`src/rtl/risc_seq_ctrl.sv`:
```
// +------------------------------------------------------------------------+
// | risc_seq_ctrl: fetch/decode/execute sequencer for the 8-bit RISC core   |
// | Rev 1.0                                                                 |
// +------------------------------------------------------------------------+
`default_nettype none

module risc_seq_ctrl #(
  parameter int WAIT_MAX = 4,
  parameter int CNT_W    = 16
) (
  input  logic             clk,
  input  logic             rst,
  input  logic             ena,
  input  logic [2:0]       opcode,
  input  logic             zero,
  input  logic             mem_rdy,
  output logic             rd,
  output logic             wr,
  output logic             load_ir_hi,
  output logic             load_ir_lo,
  output logic             inc_pc,
  output logic             load_pc,
  output logic             alu_ena,
  output logic             load_acc,
  output logic             datactl_ena,
  output logic             halt,
  output logic             bus_err,
  output logic [CNT_W-1:0] instr_cnt,
  output logic [3:0]       state
);

  typedef enum logic [3:0] {
    S_IDLE     = 4'd0,
    S_FETCH_HI = 4'd1,
    S_FETCH_LO = 4'd2,
    S_DECODE   = 4'd3,
    S_MEM_RD   = 4'd4,
    S_ALU_WB   = 4'd5,
    S_MEM_WR   = 4'd6,
    S_JUMP     = 4'd7,
    S_SKIP1    = 4'd8,
    S_SKIP2    = 4'd9,
    S_RETIRE   = 4'd10,
    S_HALT     = 4'd11,
    S_BUS_ERR  = 4'd12
  } state_t;

  localparam logic [2:0] c_op_hlt  = 3'b000;
  localparam logic [2:0] c_op_skz  = 3'b001;
  localparam logic [2:0] c_op_add  = 3'b010;
  localparam logic [2:0] c_op_andd = 3'b011;
  localparam logic [2:0] c_op_xorr = 3'b100;
  localparam logic [2:0] c_op_lda  = 3'b101;
  localparam logic [2:0] c_op_sto  = 3'b110;

  localparam int WW = (WAIT_MAX > 0) ? $clog2(WAIT_MAX + 1) : 1;
  localparam logic [WW-1:0] c_wait_max = WW'(WAIT_MAX);

  state_t           r_state;
  state_t           w_next;
  logic [WW-1:0]    r_wait;
  logic             r_bus_err;
  logic [CNT_W-1:0] r_cnt;

  logic w_rd, w_wr, w_ld_hi, w_ld_lo, w_inc_pc, w_ld_pc;
  logic w_alu_ena, w_ld_acc, w_dctl, w_halt, w_bus, w_timeout;

  // Timeout fires only when the counter already sits at the limit and memory is still not ready.
  assign w_timeout = (WAIT_MAX > 0) && !mem_rdy && (r_wait == c_wait_max);

  always_comb begin
    w_next    = r_state;
    w_rd      = 1'b0;
    w_wr      = 1'b0;
    w_ld_hi   = 1'b0;
    w_ld_lo   = 1'b0;
    w_inc_pc  = 1'b0;
    w_ld_pc   = 1'b0;
    w_alu_ena = 1'b0;
    w_ld_acc  = 1'b0;
    w_dctl    = 1'b0;
    w_halt    = 1'b0;
    w_bus     = 1'b0;
    case (r_state)
      S_IDLE: if (ena) w_next = S_FETCH_HI;
      S_FETCH_HI: begin
        w_rd  = 1'b1;
        w_bus = 1'b1;
        if (mem_rdy) begin
          w_ld_hi  = 1'b1;
          w_inc_pc = 1'b1;
          w_next   = S_FETCH_LO;
        end else if (w_timeout) begin
          w_next = S_BUS_ERR;
        end
      end
      S_FETCH_LO: begin
        w_rd  = 1'b1;
        w_bus = 1'b1;
        if (mem_rdy) begin
          w_ld_lo  = 1'b1;
          w_inc_pc = 1'b1;
          w_next   = S_DECODE;
        end else if (w_timeout) begin
          w_next = S_BUS_ERR;
        end
      end
      S_DECODE: begin
        case (opcode)
          c_op_hlt:  w_next = S_HALT;
          c_op_skz:  w_next = zero ? S_SKIP1 : S_RETIRE;
          c_op_add,
          c_op_andd,
          c_op_xorr,
          c_op_lda:  w_next = S_MEM_RD;
          c_op_sto:  w_next = S_MEM_WR;
          default:   w_next = S_JUMP;
        endcase
      end
      S_MEM_RD: begin
        w_rd  = 1'b1;
        w_bus = 1'b1;
        if (mem_rdy) begin
          w_alu_ena = 1'b1;
          w_next    = S_ALU_WB;
        end else if (w_timeout) begin
          w_next = S_BUS_ERR;
        end
      end
      S_ALU_WB: begin
        w_ld_acc = 1'b1;
        w_next   = S_RETIRE;
      end
      S_MEM_WR: begin
        w_wr   = 1'b1;
        w_dctl = 1'b1;
        w_bus  = 1'b1;
        if (mem_rdy)        w_next = S_RETIRE;
        else if (w_timeout) w_next = S_BUS_ERR;
      end
      S_JUMP: begin
        w_ld_pc = 1'b1;
        w_next  = S_RETIRE;
      end
      S_SKIP1: begin
        w_inc_pc = 1'b1;
        w_next   = S_SKIP2;
      end
      S_SKIP2: begin
        w_inc_pc = 1'b1;
        w_next   = S_RETIRE;
      end
      S_RETIRE:  w_next = ena ? S_FETCH_HI : S_IDLE;
      S_HALT:    w_halt = 1'b1;
      S_BUS_ERR: w_halt = 1'b1;
      default:   w_next = S_IDLE;
    endcase
  end

  always_ff @(posedge clk) begin
    if (rst) begin
      r_state   <= S_IDLE;
      r_wait    <= '0;
      r_bus_err <= 1'b0;
      r_cnt     <= '0;
    end else begin
      r_state <= w_next;
      // A bus state held over the edge is a wait cycle; any other transition restarts the count.
      if (w_bus && (w_next == r_state)) begin
        if (r_wait != c_wait_max) r_wait <= r_wait + WW'(1);
      end else begin
        r_wait <= '0;
      end
      if (w_next == S_BUS_ERR) r_bus_err <= 1'b1;
      if (r_state == S_RETIRE) r_cnt <= r_cnt + CNT_W'(1);
    end
  end

  assign rd          = w_rd      & ~rst;
  assign wr          = w_wr      & ~rst;
  assign load_ir_hi  = w_ld_hi   & ~rst;
  assign load_ir_lo  = w_ld_lo   & ~rst;
  assign inc_pc      = w_inc_pc  & ~rst;
  assign load_pc     = w_ld_pc   & ~rst;
  assign alu_ena     = w_alu_ena & ~rst;
  assign load_acc    = w_ld_acc  & ~rst;
  assign datactl_ena = w_dctl    & ~rst;
  assign halt        = w_halt    & ~rst;
  assign bus_err     = r_bus_err;
  assign instr_cnt   = r_cnt;
  assign state       = r_state;

endmodule

`default_nettype wire

```
`config.mk`:
```
export PLATFORM = sky130hd
export DESIGN_NAME = risc_seq_ctrl
export DESIGN_NICKNAME = d
export VERILOG_FILES = /design/src/rtl/risc_seq_ctrl.sv
export SDC_FILE = /design/constraint.sdc
export NUM_CORES = 1
export LEC_CHECK = 0
export CORE_UTILIZATION = 40
export CTS_BUF_LIST = sky130_fd_sc_hd__clkbuf_8
export DETAILED_ROUTE_END_ITERATION = 7
export PLACE_DENSITY = 0.68
export SLEW_MARGIN = 20
export SYNTH_ARGS = -nofsm -noshare
export SYNTH_HDL_FRONTEND = slang
export SYNTH_SLANG_ARGS = --single-unit
export TNS_END_PERCENT = 1
```
`constraint.sdc`:
```
create_clock -name clk -period 2.8 [get_ports clk]
set_input_delay 0.28 -clock clk [delete_from_list [all_inputs] [get_ports clk]]
set_output_delay 0.28 -clock clk [all_outputs]
set_load 0.01 [all_outputs]
```
==> metrics.md, run 1 <==
| Metric | Value |
|---|---|
| Result of the run | `finished, final reports clean` |
| Clock Path Buffers | `2` |
| Share of Yosys cell area claimed by the top area cell type | `32.4%` |
| Via Count | `1485` |
| Worst setup EP type | `output port` |
| Worst hold path type | `flop to flop` |
| Detailed Route WL | `3580 um` |
| Largest fanout on the critical path | `16` |
| Leftover overflow at the end of global routing | `0` |
| Clock transition at the registers of the reported paths | `80 ps` |
| Cell-by-cell trace of the critical path | `nand2b_1 > o32a_1 > nor3_1 > clkdlybuf4s50_1` |
| H-tree depth reported by CTS | `1` |
| Post-cts repair resize count | `0` |
| Leak | `0.000674 uW` |
| Post-route total power | `844 uW` |
| CP required | `2520 ps` |
| Post-layout minimum cycle time | `2490 ps` |
| Max capacitance violation total | `0` |
| First-pass GRT wire length | `6000 um` |
| Total number of nets in the final design | `234` |
| Final number of setup-violating endpoints | `0` |
| Via count of the first global-routing pass | `1329` |
| Unrepaired setup endpoints after global routing | `false` |
| Root Buffer Master | `sky130_fd_sc_hd__clkbuf_8` |
| Number of core rows | `21` |
| Core Footprint | `3440 um^2` |
| Data arrival time at the worst-slack endpoint | `2210 ps` |
| Count of pins on the block boundary | `39` |
| Clock skew after layout | `3.62 ps` |
| Pre-antenna DRT Iters | `4` |
| Growth of design area from synthesis to finish | `30.4%` |
| DRC violations left | `0` |
| Cell area reported after detailed placement | `1890 um^2` |
| Peak ir drop on the vdd network | `0.000295 V` |
| Post-synth ARST share | `0%` |
| Horiz. Die Dim | `62.9 um` |
| Capture point of the worst path | `inc_pc` |
| Start point of the critical path | `state[1]$_SDFF_PP0_` |
| Number of slew-limit violations in the final report | `0` |
| Synth Register Bits | `24` |
| Initial core utilization | `43.0%` |
| Synth Net Count | `198` |
| PwrDens | `437 nW/um^2` |
| Sequential area share after synthesis | `32.4%` |
| Cells on worst reg2reg path | `6` |
| Synthesized instance count | `187` |
| Reg2reg setup slack | `520 ps` |
| Dominant cell by count in the synthesized netlist | `sky130_fd_sc_hd__nor2_1` |
| Worst R2R End | `r_wait[2]$_SDFFE_PP0P_` |
| Number of diodes added for antenna fixing | `0` |
| Area enclosed by the die boundary | `3950 um^2` |
| Biggest area contributors in the synthesized netlist | `sky130_fd_sc_hd__dfxtp_1 (32%), sky130_fd_sc_hd__nor2_1 (7.9%), sky130_fd_sc_hd__xor2_1 (5.3%)` |
| Mean post-synth cell area | `7.92 um^2` |
| Count of final hold-check violations | `0` |
| Pin count of the biggest net entering global routing | `23` |
| EDFF count, synth | `0` |
| Fmax | `0.401 GHz` |
| Unique cell type count in the Yosys netlist | `45` |
| First DRT Iteration DRCs | `113` |
| Startpoint type of the worst setup path | `flop` |
| Final period util | `89.0%` |
| Average wire length per cell after detail routing | `13.4 um` |
| Clock Sink Count | `24` |
| Via density per instance | `5.56` |
| Die span in y | `62.9 um` |
| Initial antenna violation count | `0` |
| Final cell area excluding filler cells | `1930 um^2` |
| Layout cell share with drive strength beyond 1 | `6.33%` |
| Worst-Margin Slew | `721 ps` |
| Leading area contributor after synthesis | `sky130_fd_sc_hd__dfxtp_1` |
| Worst flop-to-flop path startpoint | `state[1]$_SDFF_PP0_` |
| Final RePlAce weighted congestion | `0.864` |
| Post-layout utilization of the core | `56.1%` |
| TritonCTS clock tree | `yes` |
| Sum of negative setup slack | `0 ps` |
| CTS Buf Count | `3` |
| Post-route antenna net violation count | `0` |
| Total track usage | `18.8%` |
| Setup fix buffers added after clock tree synthesis | `0` |
| Synthesis Warnings | `0` |
| HPWL Detailed | `2700 um` |
| Highest cell delay on the worst timing path | `630 ps` |
| Input/output buffers | `38` |
| Slowest cell on the critical path | `sky130_fd_sc_hd__dfxtp_1` |
| Normalized max-slew margin | `51.9%` |
| Post-synthesis cell area | `1480 um^2` |
| Top cell types by occurrence after synthesis | `sky130_fd_sc_hd__nor2_1 (31), sky130_fd_sc_hd__dfxtp_1 (24), sky130_fd_sc_hd__nand3_1 (11)` |
| Class of the most critical setup path | `flop to output port` |
| Hold bufs inserted after CTS | `0` |
| Post-synth top flop | `sky130_fd_sc_hd__dfxtp_1` |
| Latest clock arrival within the worst-skew pair | `260 ps` |
[critical path, delay by kind of cell, from the launching register on]
kind	cells	cell delay [ps]
AO/OA/AOI/OAI	1	330
buffers and inverters	1	570
flip-flops	1	630
AND/OR/NAND/NOR	2	410
[area by class of cell]
cell class / count / area (um^2)
Fill cell: 339 / 1510
Multi-Input combinational cell: 142 / 897
Sequential cell: 24 / 480
Timing Repair Buffer: 44 / 425
Tap cell: 46 / 57.6
Clock buffer: 3 / 41.3
Inverter: 8 / 30.0
[worst min path at each step]
stage | to | start | cells after the start
after global routing | bus_err$_SDFFE_PP0N_ | bus_err$_SDFFE_PP0N_ | 2
after floorplan | bus_err$_SDFFE_PP0N_ | bus_err$_SDFFE_PP0N_ | 2
after detailed placement | bus_err$_SDFFE_PP0N_ | bus_err$_SDFFE_PP0N_ | 2
after global placement | bus_err$_SDFFE_PP0N_ | bus_err$_SDFFE_PP0N_ | 2
after CTS | bus_err$_SDFFE_PP0N_ | bus_err$_SDFFE_PP0N_ | 2
final | bus_err$_SDFFE_PP0N_ | bus_err$_SDFFE_PP0N_ | 2
[state kept, by name, indices dropped and copies added (netlist names)]
register	cells
instr_cnt	16
bus_err	1
state	4
r_wait	3
[metal layers]
layer  wire length (um)  global-route usage [%]
met5                  0                       0
met4                  7                    5.23
met3                247                    3.47
met2               1640                    29.3
met1               1690                    26.3
[cell usage in the layout (no fill, tap or decap), types with 2 or more instances in the layout]
cell | synthesis | final
sky130_fd_sc_hd__and4_1 | 2 | 2
sky130_fd_sc_hd__nor2_1 | 31 | 31
sky130_fd_sc_hd__clkbuf_8 | 0 | 3
sky130_fd_sc_hd__dfxtp_1 | 24 | 24
sky130_fd_sc_hd__buf_4 | 2 | 6
sky130_fd_sc_hd__or3_1 | 4 | 4
sky130_fd_sc_hd__o21ai_1 | 3 | 3
sky130_fd_sc_hd__nand3b_1 | 3 | 3
sky130_fd_sc_hd__nand4bb_1 | 2 | 2
sky130_fd_sc_hd__xor2_1 | 9 | 9
sky130_fd_sc_hd__nor3_1 | 6 | 6
sky130_fd_sc_hd__o21ai_0 | 3 | 3
sky130_fd_sc_hd__inv_1 | 7 | 7
sky130_fd_sc_hd__mux2i_1 | 3 | 3
sky130_fd_sc_hd__a211oi_1 | 2 | 2
sky130_fd_sc_hd__xnor2_1 | 7 | 7
sky130_fd_sc_hd__and3_1 | 3 | 3
sky130_fd_sc_hd__clkdlybuf4s50_1 | 0 | 38
sky130_fd_sc_hd__ha_1 | 3 | 3
sky130_fd_sc_hd__nor4_1 | 6 | 6
sky130_fd_sc_hd__a21oi_1 | 7 | 7
sky130_fd_sc_hd__nand2_1 | 9 | 9
sky130_fd_sc_hd__nand4_1 | 3 | 3
sky130_fd_sc_hd__nor2b_1 | 3 | 3
sky130_fd_sc_hd__nand3_1 | 11 | 11
sky130_fd_sc_hd__o31ai_1 | 2 | 2
sky130_fd_sc_hd__a2111oi_0 | 2 | 2
sky130_fd_sc_hd__nand2b_1 | 4 | 4
[report_power, final]
part	switching, uW	internal [uW]	total (uW)
combinational	138	126	264
sequential	30.6	353	383
clock	101	96.0	197
[kinds of logic (layout without fill, tap and decap cells)]
logic type	after synthesis	in the layout	share of synthesized area, %
simple gates	91	91	31.8
compound gates	29	29	14.7
buf+inv	21	55	7.01
mux	3	3	2.03
fa+ha+maj	3	3	2.53
flops	24	24	32.4
xor+xnor	16	16	9.46
[through the flow]
step / instances / hold WS, ps / setup slack [ps]
3_5_place_dp: 264 / 456 / 491
4_1_cts: 267 / 470 / 307
2_1_floorplan: 187 / 475 / 1100
6_report: 267 / 465 / 309
5_1_grt: 267 / 495 / 172
3_3_place_gp: 264 / 452 / 510
(Power assumes the default switching activity.)
==> run 2, diff against run 1 <==
--- a/config.mk
+++ b/config.mk
@@ -8,6 +8,7 @@
 export CORE_UTILIZATION = 40
 export CTS_BUF_LIST = sky130_fd_sc_hd__clkbuf_8
 export DETAILED_ROUTE_END_ITERATION = 7
+export GPL_ROUTABILITY_DRIVEN = 0
 export PLACE_DENSITY = 0.68
 export SLEW_MARGIN = 20
 export SYNTH_ARGS = -nofsm -noshare
==> results of run 2 <==
The final DEF is identical to that of run 1; final timing and power are the same.
